==> config.mk <==
export PLATFORM = sky130hd
export DESIGN_NAME = niosii_system_nios2_0_oci_dct_packer_flat
export DESIGN_NICKNAME = d
export VERILOG_FILES = /design/src/rtl/niosii_system_nios2_0_oci_dct_packer_if.sv /design/src/rtl/niosii_system_nios2_0_oci_dct_packer.sv /design/src/flat_wrapper.sv
export SDC_FILE = /design/constraint.sdc
export NUM_CORES = 1
export LEC_CHECK = 0
export ABC_AREA = 1
export CAP_MARGIN = 5
export CORE_ASPECT_RATIO = 1.75
export CORE_MARGIN = 2
export CORE_UTILIZATION = 40
export DETAILED_ROUTE_END_ITERATION = 8
export GPL_TIMING_DRIVEN = 0
export PLACE_DENSITY_LB_ADDON = 0.05
export SETUP_SLACK_MARGIN = 0.3
export SLEW_MARGIN = 20
export SYNTH_ARGS = -nofsm -noshare
export SYNTH_HDL_FRONTEND = slang
export SYNTH_SLANG_ARGS = --single-unit
==> constraint.sdc <==
create_clock -name clk -period 2.8 [get_ports clk]
set_input_delay 0.56 -clock clk [delete_from_list [all_inputs] [get_ports clk]]
set_output_delay 0.56 -clock clk [all_outputs]
set_load 0.005 [all_outputs]
==> src/rtl/niosii_system_nios2_0_oci_dct_packer_if.sv <==
// rtl/niosii_system_nios2_0_oci_dct_packer_if.sv - trace frame input and packed DCT word output streams
interface niosii_system_nios2_0_oci_dct_packer_if #(
    parameter int FRAME_W = 2,
    parameter int FRAMES  = 15,
    parameter int CNT_W   = $clog2(FRAMES + 1)
);
    logic                        frame_valid;
    logic [FRAME_W-1:0]          frame_data;
    logic                        dct_ready;
    logic                        dct_valid;
    logic [FRAME_W*FRAMES-1:0]   dct_buffer;
    logic [CNT_W-1:0]            dct_count;

    modport master (
        output frame_valid, frame_data, dct_ready,
        input  dct_valid, dct_buffer, dct_count
    );

    modport slave (
        input  frame_valid, frame_data, dct_ready,
        output dct_valid, dct_buffer, dct_count
    );
endinterface

==> src/rtl/niosii_system_nios2_0_oci_dct_packer.sv <==
// rtl/niosii_system_nios2_0_oci_dct_packer.sv - packs trace frames into DCT words; OCI_DCT_PACKER_STATS_EN adds drop counter
module niosii_system_nios2_0_oci_dct_packer #(
    parameter int FRAME_W = 2,
    parameter int FRAMES  = 15,
    parameter int CNT_W   = $clog2(FRAMES + 1)
) (
    input  logic        clk,
    input  logic        reset_n,
    niosii_system_nios2_0_oci_dct_packer_if.slave bus,
    input  logic        test_ending,
    output logic        overflow,
    output logic        test_has_ended,
    output logic [15:0] drop_count
);
    localparam int BUF_W = FRAME_W * FRAMES;
    localparam logic [CNT_W-1:0] FULL = CNT_W'(FRAMES);

    typedef enum logic [1:0] {RUN, FLUSH, DONE} state_t;

    state_t             state, state_next;
    logic [BUF_W-1:0]   acc, acc_next;
    logic [CNT_W-1:0]   acc_cnt, acc_cnt_next;
    logic [CNT_W-1:0]   wr_slot;
    logic               slot_free, transfer, accept, drop;

    always_ff @(posedge clk) begin
        if (!reset_n) state <= RUN;
        else          state <= state_next;
    end

    always_comb begin
        state_next = state;
        slot_free  = !bus.dct_valid || bus.dct_ready;
        transfer   = slot_free && ((acc_cnt == FULL) || (state == FLUSH && acc_cnt != '0));
        accept     = 1'b0;
        drop       = 1'b0;
        if (state == RUN && bus.frame_valid) begin
            if (acc_cnt < FULL || transfer) accept = 1'b1;
            else                            drop   = 1'b1;
        end
        case (state)
            RUN:     if (test_ending) state_next = FLUSH;
            // The last word may leave this very cycle, so DONE follows it without a gap.
            FLUSH:   if (acc_cnt == '0 && slot_free) state_next = DONE;
            DONE:    state_next = RUN;
            default: state_next = RUN;
        endcase
    end

    always_comb begin
        acc_next     = acc;
        acc_cnt_next = acc_cnt;
        wr_slot      = transfer ? '0 : acc_cnt;
        if (transfer) begin
            acc_next     = '0;
            acc_cnt_next = '0;
        end
        if (accept) begin
            for (int i = 0; i < FRAMES; i++) begin
                if (CNT_W'(i) == wr_slot) acc_next[i*FRAME_W +: FRAME_W] = bus.frame_data;
            end
            acc_cnt_next = wr_slot + CNT_W'(1);
        end
    end

    always_ff @(posedge clk) begin
        if (!reset_n) begin
            acc            <= '0;
            acc_cnt        <= '0;
            bus.dct_valid  <= 1'b0;
            bus.dct_buffer <= '0;
            bus.dct_count  <= '0;
            overflow       <= 1'b0;
        end else begin
            acc     <= acc_next;
            acc_cnt <= acc_cnt_next;
            if (transfer) begin
                bus.dct_valid  <= 1'b1;
                bus.dct_buffer <= acc;
                bus.dct_count  <= acc_cnt;
            end else if (bus.dct_ready) begin
                bus.dct_valid  <= 1'b0;
            end
            if (drop) overflow <= 1'b1;
        end
    end

`ifdef OCI_DCT_PACKER_STATS_EN
    logic [15:0] drops;

    always_ff @(posedge clk) begin
        if (!reset_n)                    drops <= '0;
        else if (drop && drops != 16'hFFFF) drops <= drops + 16'd1;
    end

    assign drop_count = drops;
`else
    assign drop_count = '0;
`endif

    assign test_has_ended = (state == DONE);
endmodule

==> src/flat_wrapper.sv <==
// flat-port wrapper written by rule: the top's interface ports become plain ports
module niosii_system_nios2_0_oci_dct_packer_flat 
#(
    parameter int FRAME_W = 2,
    parameter int FRAMES  = 15,
    parameter int CNT_W   = $clog2(FRAMES + 1)
)
  (clk, reset_n, test_ending, overflow, test_has_ended, drop_count, bus_frame_valid, bus_frame_data, bus_dct_ready, bus_dct_valid, bus_dct_buffer, bus_dct_count);
  niosii_system_nios2_0_oci_dct_packer_if #(.FRAME_W(FRAME_W), .FRAMES(FRAMES), .CNT_W(CNT_W)) bus_i ();
  input  logic clk;
  input  logic reset_n;
  input  logic test_ending;
  output logic overflow;
  output logic test_has_ended;
  output logic [15:0] drop_count;
  input wire logic [$bits(bus_i.frame_valid)-1:0] bus_frame_valid;
  input wire logic [$bits(bus_i.frame_data)-1:0] bus_frame_data;
  input wire logic [$bits(bus_i.dct_ready)-1:0] bus_dct_ready;
  output wire logic [$bits(bus_i.dct_valid)-1:0] bus_dct_valid;
  output wire logic [$bits(bus_i.dct_buffer)-1:0] bus_dct_buffer;
  output wire logic [$bits(bus_i.dct_count)-1:0] bus_dct_count;
  assign bus_i.frame_valid = bus_frame_valid;
  assign bus_i.frame_data = bus_frame_data;
  assign bus_i.dct_ready = bus_dct_ready;
  assign bus_dct_valid = bus_i.dct_valid;
  assign bus_dct_buffer = bus_i.dct_buffer;
  assign bus_dct_count = bus_i.dct_count;
  niosii_system_nios2_0_oci_dct_packer #(.FRAME_W(FRAME_W), .FRAMES(FRAMES), .CNT_W(CNT_W)) u_core (.clk(clk), .reset_n(reset_n), .bus(bus_i), .test_ending(test_ending), .overflow(overflow), .test_has_ended(test_has_ended), .drop_count(drop_count));
endmodule
==> reports/metrics.yaml <==
detailed_routing:
  viasPerCell: 4.71
  dr.first_iter.drc_count: 128
  final_antenna_net_count: 0
  routed_wl_mm: 6.94
  firstDrtPassIters: 4
  drc: 0
  routedWlPerCell_um: 12.2
  via_count: 2681
synth:
  syn_area_um2: 3010
  yosys-mux-area-fraction_pct: 0
  synthAdderAreaFrac_pct: 0
  synthFlopType: "dfxtp_1"
  synth_cell_type_count: 25
  synth-seq-area-share_pct: 47.9
  synth_compound_area_share_pct: 15.1
  ys.warnings.count: 0
  synth_xor_area_share_pct: 0
  synth_edf_count: 0
  synthCells: 412
  postSynthAreaPerCell_um2: 7.30
  async_flop_share_pct: 0
  ys_ff_latch: 72
  synth_top_family_by_area: "simple AND/OR/NAND/NOR gates"
  yosys.area_share.simple_pct: 25.6
worst_setup_path:
  worstPathArrival_ns: 2.21
  crit_path_start_kind: "input pin"
  path_class: "input pin to flip-flop"
  endpoint_kind: "flip-flop"
  cp_max_fo: 10
  r2r_cells: 11
  rr_endpoint: "u_core.acc[2]"
  cp.required_ns: 3.02
  r2r_start: "u_core.acc_cnt[3]"
  ff2ff_setup_slack_ns: 1.01
worst_hold_path:
  holdPathStages: 2
  hold_end: "u_core.bus.dct_buffer[9]"
  worstHoldPathType: "flip-flop to flip-flop"
  min-delay-start: "u_core.acc[9]"
power_and_ir_drop:
  p_seq_share_pct: 46.2
  switchingPower_uw: 553
  pwr-share-clk_pct: 42.4
  irDropWorstVdd_uv: 350
  combPwrFrac_pct: 11.4
  p_int_uw: 1810
  switching_share_pct: 23.4
  p_per_area_nw_per_um2: 613
  p_leak_uw: 0.00160
run:
  max_cap_viol_count: 0
global_routing:
  grt_usage_pct: 18.0
  antenna_found_initial: 0
  grt_pass1_wl_mm: 11.6
  overflow: 0
  grt_max_degree: 11
  grt_pass1_vias: 2426
layout:
  fillers: 750
  drive_above_1_share_pct: 11.4
  fin_cells: 569
  regArea_um2: 1440
  diodes: 0
  multiInputGateArea_um2: 1290
  layout.nets: 487
  area_growth_pct: 27.9
sta:
  skew_ns: 0.00640
  fmax_mhz: 502
  maxSlewViolCount: 0
  timing.final.crit_share_pct: 71.1
  setup_viol: 0
  fin_setup_tns_ns: 0
  rsz0062_at_grt: "no"
  period_needed_ns: 1.99
  hold_viol: 0
cts:
  htreeDepth: 3
  cts_tree: "built"
  cts_buffers: 9
  cts.repair.resized: 0
  clk_latency_ns: 0.33
  clockBufferDepth: 2
  cts.root.buffer_cell: "clkbuf_16"
  cts_hold_buf: 0
  path_clk_slew_ns: 0.05
  cts_setup_buffers: 0
  numClockSinks: 72
floorplanning:
  die_w_um: 69.6
  io_pins: 60
  die_h_um: 119
  rows: 41
  dieArea_um2: 8260
  core_um2: 7230
  start_util_pct: 41.6
place:
  portBuffers: 42
  place_inst: 555
  routabilityCongestion: 0.865
  dp_hpwl_mm: 5.22
status:
  status: "complete, no violations"
-- sequential cells by signal, summed over array words and instances, names as in the netlist --
register and flops:
u_core.bus.dct_count 4, u_core.bus.dct_buffer 30, u_core.bus.dct_valid 1, u_core.overflow 1
u_core.state 2, u_core.acc_cnt 4, u_core.acc 30
-- layout by cell type, fill, tap and decap left out, types with 2 or more instances in the layout --
cell type	count
nand2_2	2
o21ai_1	2
nand2_1	63
clkdlybuf4s50_1	42
buf_2	6
a22oi_1	7
buf_6	3
nand3_1	5
nand2_4	2
nand3_2	2
inv_2	2
conb_1	16
nor2_2	8
clkbuf_1	10
o21ai_0	44
dfxtp_1	72
a21oi_1	30
inv_1	26
nor2_1	106
buf_4	18
clkbuf_16	9
-- stage by stage --
stage	cell area, um2	setup WS (ns)	power [uW]	hold slack, ns	utilization [%]
2_1_floorplan	3070	1.16	1270	0.430	-
3_3_place_gp	3590	0.482	1380	0.446	49.7
6_report	3850	0.810	2360	0.456	53.2
3_5_place_dp	3590	0.482	1380	0.448	49.7
4_1_cts	3850	0.814	2390	0.461	53.2
5_1_grt	3850	0.638	2480	0.479	53.2
-- worst max path at each step --
| stage | start | endpoint | cells after the start |
|---|---|---|---|
| 2_1_floorplan | bus_dct_ready | u_core.acc[12] | 9 |
| 3_3_place_gp | bus_dct_ready | u_core.acc[26] | 9 |
| 3_5_place_dp | bus_dct_ready | u_core.acc[11] | 9 |
| 4_1_cts | bus_dct_ready | u_core.acc[10] | 9 |
| 5_1_grt | bus_dct_ready | u_core.acc[26] | 9 |
| 6_report | bus_dct_ready | u_core.acc[2] | 9 |
-- per-layer routing --
layer | GRT usage [%] | routed length, um | vias up
li1 | - | - | 1414
met1 | 19.2 | 2800 | 1180
met2 | 31.0 | 3500 | 68
met3 | 5.54 | 326 | 19
met4 | 10.2 | 307 | 0
met5 | 0 | 0 | -
-- critical path: stages --
cell             delay [ns]
clkdlybuf4s50_1        0.39
nor2_1                 0.20
inv_1                  0.12
nand2_4                0.16
nand3_1                0.26
nor2_1                 0.32
nand2_1                0.08
nand2_1                0.06
nor2_1                 0.04
-- cell families (layout without fill, tap and decap cells) --
kind of cell | after synthesis | count (layout)
flops | 72 | 72
compound gates | 86 | 86
buf+inv | 64 | 120
other cells | 1 | 16
simple gates | 189 | 189
-- power by group through the flow --
stage	clock (uW)	combinational, uW	sequential [uW]
CTS	1030	273	1090
detailed placement	0	272	1110
global route	1080	304	1090
finish	1000	269	1090
floorplan	0	159	1110
global placement	0	270	1110
-- area by class of cell --
type                    count  share of cell area, %
clock buffers              13                   6.50
flip-flops and latches     72                   37.5
multi-input cells         291                   33.4
plain buffers              35                   5.95
well taps                  86                   2.80
repair buffers             42                   10.9
clock inverters             1                  0.130
inverters                  29                   2.83
-- synth_stat cells (3+ instances only) --
| library cell | count | area share, % |
|---|---|---|
| a21oi_1 | 30 | 5.0 |
| nor2_2 | 8 | 1.7 |
| inv_1 | 26 | 3.2 |
| o21ai_0 | 44 | 7.3 |
| buf_4 | 18 | 4.5 |
| nand2_1 | 63 | 7.9 |
| buf_2 | 6 | 1.0 |
| clkbuf_1 | 7 | 0.87 |
| a22oi_1 | 7 | 1.7 |
| dfxtp_1 | 72 | 48 |
| nand3_1 | 5 | 0.83 |
| nor2_1 | 106 | 13 |
| buf_6 | 3 | 1.1 |
(Power assumes the default switching activity.)
==> variant 1 (config.mk and constraints unchanged) <==
Re-encode `state_t` (3 states) as one-hot, 3 bits wide.
--- a/src/rtl/niosii_system_nios2_0_oci_dct_packer.sv
+++ b/src/rtl/niosii_system_nios2_0_oci_dct_packer.sv
@@ -15,7 +15,7 @@
     localparam int BUF_W = FRAME_W * FRAMES;
     localparam logic [CNT_W-1:0] FULL = CNT_W'(FRAMES);
 
-    typedef enum logic [1:0] {RUN, FLUSH, DONE} state_t;
+    typedef enum logic [2:0] {RUN = 3'b001, FLUSH = 3'b010, DONE = 3'b100} state_t;
 
     state_t             state, state_next;
     logic [BUF_W-1:0]   acc, acc_next;
Function: same outputs for any inputs over 10 cycles, from zero or initial values and one cycle with reset_n low; not proved beyond that.
==> variant 1 against the unedited design <==
Core utilization decreased by 1.3 points. Combinational power up 15%. Setup slack got worse by 0.066 ns. Synthesized area increased by 8.9%. Power grew 4.4%. First-iteration DRC count increased by 56%. Clock skew is 0.0024 ns lower. Wire length grew 6.3%. Via count rose by 2.9%. Sequential cell count increased by 1. Synthesized cell count up 2.9%. Hold slack gained 0.0052 ns. Design area is 7.5% higher. Count of clock-buffer cells in the layout stayed put.
==> variant 1: results (changes against the unedited design) <==
stage,metric,value,unit,change
worst_setup_path,critical_path_arrival,1.50,ns,-0.71 ns
synthesis,async_flop_share,0,%,unchanged
synthesis,netlist_instances,424,,+2.9%
synthesis,seq_area_frac_synth,44.6,%,-3.3 points
place,gp_congestion,0.804,,-7.2%
layout,drive_gt1_share,15.8,%,+4.4 points
global_route,grt_usage,17.7,%,-0.32 points
synthesis,synth.area.top_cells,"dfxtp_1 45%, nor2_1 12%, nand2_1 6.2%",,
routing,vias,2759,,+2.9%
routing,first_pass_iters,4,,unchanged
synthesis,ys.flop_type,dfxtp_1,,
synthesis,yosys_warnings,0,,unchanged
routing,via_per_inst,4.72,,+0.27%
global_route,grt_pass1_vias,2507,,+3.3%
cts,clk_latency,0.34,ns,
place,placed_area,3870,µm²,+7.6%
cts,cts_setup_buffers,0,,unchanged
timing,worst_slew_pin_slew,0.509,ns,
global_route,grt_start_max_net_pins,11,,unchanged
global_route,antenna_found_initial,0,,unchanged
layout,nets,499,,+2.5%
routing,drt_iter0_drc,200,,+56%
synthesis,yosysUniqueCellTypes,35,,+40%
synthesis,synth_commonest_cells,"101 x nor2_1, 73 x dfxtp_1, 54 x nand2_1, 37 x o21ai_0, 24 x inv_1",,
pwr,switching_share,24.3,%,+0.90 points
layout,reg_top3,"u_core.acc (30), u_core.bus.dct_buffer (30)",,
pwr,p_leak,1.68,nW,+5.3%
cts,cts_buffers,9,,unchanged
cts,cts_max_path_buffers,2,,unchanged
routing,routed_wl,7370,µm,+6.3%
run_status,status,finished clean,,
timing,clock-skew-final,0.00398,ns,-0.00242 ns
place,io_buffers,42,,unchanged
pwr,peakVddDrop,0.390,mV,+11%
worst_setup_path,critical_path.max_fanout,4,,-6
cts,clk_pin_slew,0.05,ns,about the same
min_path,hold_class,flip-flop to flip-flop,,
layout,antenna_cells,0,,unchanged
place,place_ws,0.552,ns,+0.0696 ns
cts,clockRootBuffer,clkbuf_16,,
place,placed_cells,571,,+2.9%
cts,cts.repair.resized,0,,unchanged
cts,htree_levels,3,,unchanged
place,dpl.hpwl,5450,µm,+4.3%
global_route,grt_pass1_wl,12000,µm,+3.7%
variant 1: logic make-up (layout without fill, tap and decap cells):
kind of cell           after synthesis  after routing  synth area share (%)
AND/OR/NAND/NOR                    200            200                  29.1
other                                1             16                 0.114
buffers and inverters               70            125                  12.4
AO/OA/AOI/OAI                       80             80                  13.9
flip-flops                          73             73                  44.6
variant 1: power groups by stage:
stage	clock (mW)	combinational, mW	sequential [mW]
3_3_place_gp	0	0.310	1.12
6_report	1.06	0.310	1.10
5_1_grt	1.12	0.349	1.10
4_1_cts	1.08	0.314	1.10
2_1_floorplan	0	0.226	1.12
3_5_place_dp	0	0.312	1.12
variant 1: worst paths after layout:
path / startpoint / to / slack (ns) / cells after the start
min reg2reg: u_core.acc[16] / u_core.bus.dct_buffer[16] / 0.46 / 2
max reg2reg: u_core.acc_cnt[3] / u_core.acc[6] / 1.05 / 12
min: u_core.acc[16] / u_core.bus.dct_buffer[16] / 0.46 / 2
max: u_core.state[2] / test_has_ended / 0.74 / 3
variant 1: cell type report:
| cell class | instances | area [µm²] |
|---|---|---|
| Clock buffer | 13 | 270 |
| Fill cell | 836 | 3830 |
| Buffer | 42 | 300 |
| Inverter | 28 | 105 |
| Multi-Input combinational cell | 296 | 1470 |
| Timing Repair Buffer | 42 | 420 |
| Tap cell | 90 | 113 |
| Sequential cell | 73 | 1460 |
variant 1: critical path, cell delays in order (launching register included):
cell             delay [ns]
dfxtp_1                0.42
inv_1                  0.08
nor3_1                 0.14
clkdlybuf4s50_1        0.52
variant 1: layer usage:
layer | GRT usage (%) | vias up | share of wire, %
li1 | - | 1460 | -
met1 | 20.3 | 1224 | 43
met2 | 30.9 | 63 | 51
met3 | 3.48 | 12 | 3.2
met4 | 8.91 | 0 | 2.6
met5 | 0 | - | 0
==> variant 2 (same settings) <==
Made on the original files. Build with the macro `OCI_DCT_PACKER_STATS_EN` defined.
--- a/src/rtl/niosii_system_nios2_0_oci_dct_packer.sv
+++ b/src/rtl/niosii_system_nios2_0_oci_dct_packer.sv
@@ -1,4 +1,6 @@
 // rtl/niosii_system_nios2_0_oci_dct_packer.sv - packs trace frames into DCT words; OCI_DCT_PACKER_STATS_EN adds drop counter
+`define OCI_DCT_PACKER_STATS_EN
+
 module niosii_system_nios2_0_oci_dct_packer #(
     parameter int FRAME_W = 2,
     parameter int FRAMES  = 15,
Formal check against the unedited RTL: same outputs for any inputs over 4 cycles, from zero or initial values and one cycle with reset_n low; that may be too few to reach the edited logic, so the function may still have changed.
==> variant 2 against the unedited design <==
Non-clock buffer count up 7. Design area up 27%. Sequential share of layout area down 1.3 points. Synthesized area up 27%. Sequential cell count up 16. Power up 16%. Sequential power up 20%. Setup slack worse by 0.22 ns. Wire length up 45%. Critical path depth up 1. Critical endpoint is now u_core.acc[22]. Clock power up 19%.
==> variant 2: results (changes against the unedited design) <==
stage,metric,value,unit,change
run_status,status,finished clean,,
global_route,grt_start_max_net_pins,14,,+3
worst_setup_path,cp-endpoint,u_core.acc[22],,
layout,fillCellCount,1004,,+34%
die,core,9410,µm²,+30%
worst_setup_path,critical_path_arrival,2.45,ns,+0.24 ns
worst_setup_path,r2r.worst_path.cells,7,,-4
pwr,peakVddDrop,0.310,mV,-11%
timing,worst_slew_pin_slew,0.540,ns,
place,io_buffers,59,,+40%
synthesis,seq_area_frac_synth,45.9,%,-2.0 points
synthesis,synthAdderAreaFrac,0.326,%,+0.33 points
synthesis,yosysUniqueCellTypes,31,,+24%
synthesis,syn_nets,558,,
worst_setup_path,max_stage_delay,0.40,ns,
synthesis,ys.flop_type,dfxtp_1,,
min_path,hold_class,flip-flop to flip-flop,,
layout,antenna_cells,0,,unchanged
synthesis,synth.area.top_cells,"dfxtp_1 46%, nor2_1 13%, nand2_1 9.8%",,
timing,hold_violations,0,,unchanged
routing,vias,3597,,+34%
timing,clock-skew-final,0.00947,ns,+0.00307 ns
global_route,antenna_found_initial,0,,unchanged
worst_setup_path,cpMaxStageDelayCell,clkdlybuf4s50_1,,
place,gp_congestion,0.842,,-2.7%
synthesis,synth_xor_xnor_area_share,1.37,%,+1.4 points
worst_setup_path,r2r-end,u_core.drop_count[2],,
place,dpl.hpwl,7540,µm,+44%
worst_setup_path,r2r-start,u_core.drop_count[0],,
global_route,grt_usage,20.8,%,+2.7 points
synthesis,synth-compound-area-share,13.0,%,-2.1 points
global_route,grt_pass1_wl,16900,µm,+46%
synthesis,synth_commonest_cells,"134 x nor2_1, 100 x nand2_1, 88 x dfxtp_1, 53 x inv_1, 45 x a21oi_1",,
worst_setup_path,r2r_setup_slack,0.81,ns,-0.20 ns
routing,first_pass_iters,4,,unchanged
routing,wl_per_cell,13.5,µm,+11%
cts,cts_setup_buffers,0,,unchanged
layout,nets,628,,+29%
global_route,grt_pass1_vias,3515,,+45%
cts,clk_pin_slew,0.06,ns,
routing,drt_iter0_drc,183,,+43%
worst_setup_path,cp-startpoint,bus_dct_ready,,
layout,drive_gt1_share,6.88,%,-4.5 points
cts,clk_latency,0.34,ns,
pwr,p_leak,1.86,nW,+16%
[variant 2: cell count changes in the layout (fill, tap and decap cells not counted), sizes merged, moves of 3 or more]
| cell | unedited run | this run |
|---|---|---|
| buf | 28 | 17 |
| inv | 28 | 56 |
| xor2 | 0 | 4 |
| dfxtp | 72 | 88 |
| conb | 16 | 0 |
| nand2 | 67 | 103 |
| a22oi | 7 | 4 |
| a21oi | 30 | 46 |
| nand3 | 7 | 23 |
| nor3 | 0 | 7 |
| nand4 | 0 | 6 |
| clkdlybuf4s50 | 42 | 59 |
| nor2 | 114 | 137 |
[variant 2: kinds of logic (layout without fill, tap and decap cells)]
kind of cell | count (synthesis) | count (layout)
and+or+nand+nor | 279 | 279
AOI/OAI and AO/OA | 95 | 95
DFF | 88 | 88
buffers and inverters | 81 | 156
xor gates and xnor gates | 6 | 6
adders and majority gates | 1 | 1
[variant 2: report_power, final]
group	internal, mW	switching [mW]	total, mW
Sequential	1.29	0.0185	1.31
Combinational	0.104	0.141	0.245
Clock	0.719	0.467	1.19
[variant 2: metrics by stage]
step	power [mW]	hold WS (ns)	instance area, µm²	worst slack (ns)	instances
floorplan	1.47	0.430	3840	1.02	550
global placement	1.58	0.439	4580	0.286	731
detailed placement	1.59	0.445	4580	0.256	731
CTS	2.78	0.454	4870	0.604	747
global route	2.87	0.473	4870	0.383	747
finish	2.74	0.449	4870	0.586	747
[variant 2: layout make-up]
cell class                      count  area (µm²)  area share (%)
Tap cell                          122         153            3.13
Clock inverter                      2        38.8           0.796
Inverter                           56         210            4.31
Multi-Input combinational cell    381        1730            35.5
Timing Repair Buffer               59         591            12.1
Sequential cell                    88        1760            36.2
Clock buffer                       14         254            5.21
Buffer                             25         133            2.72
[variant 2: worst min-delay path by stage]
| stage | from | endpoint | slack [ns] | cells after the start |
|---|---|---|---|---|
| 3_5_place_dp | u_core.acc[20] | u_core.bus.dct_buffer[20] | 0.44 | 2 |
| 6_report | u_core.acc[20] | u_core.bus.dct_buffer[20] | 0.45 | 2 |
| 2_1_floorplan | u_core.acc[20] | u_core.bus.dct_buffer[20] | 0.43 | 2 |
| 4_1_cts | u_core.acc[20] | u_core.bus.dct_buffer[20] | 0.45 | 2 |
| 5_1_grt | u_core.acc[5] | u_core.bus.dct_buffer[5] | 0.47 | 2 |
| 3_3_place_gp | u_core.acc[20] | u_core.bus.dct_buffer[20] | 0.44 | 2 |
[variant 2: metal layers]
metal  GRT usage (%)  share of wire, %
met3            3.66               4.4
met1            21.7                38
met4            10.3               3.4
met2            38.9                54
met5               0                 0
[variant 2: worst reg2reg max path, stage by stage (launching register included)]
cell and delay [ns]:
dfxtp_1 0.41, ha_1 0.22, nand2_1 0.07, nor3_1 0.41, nand4_1 0.20, o21ai_0 0.40
nor2_1 0.08, a21oi_1 0.13
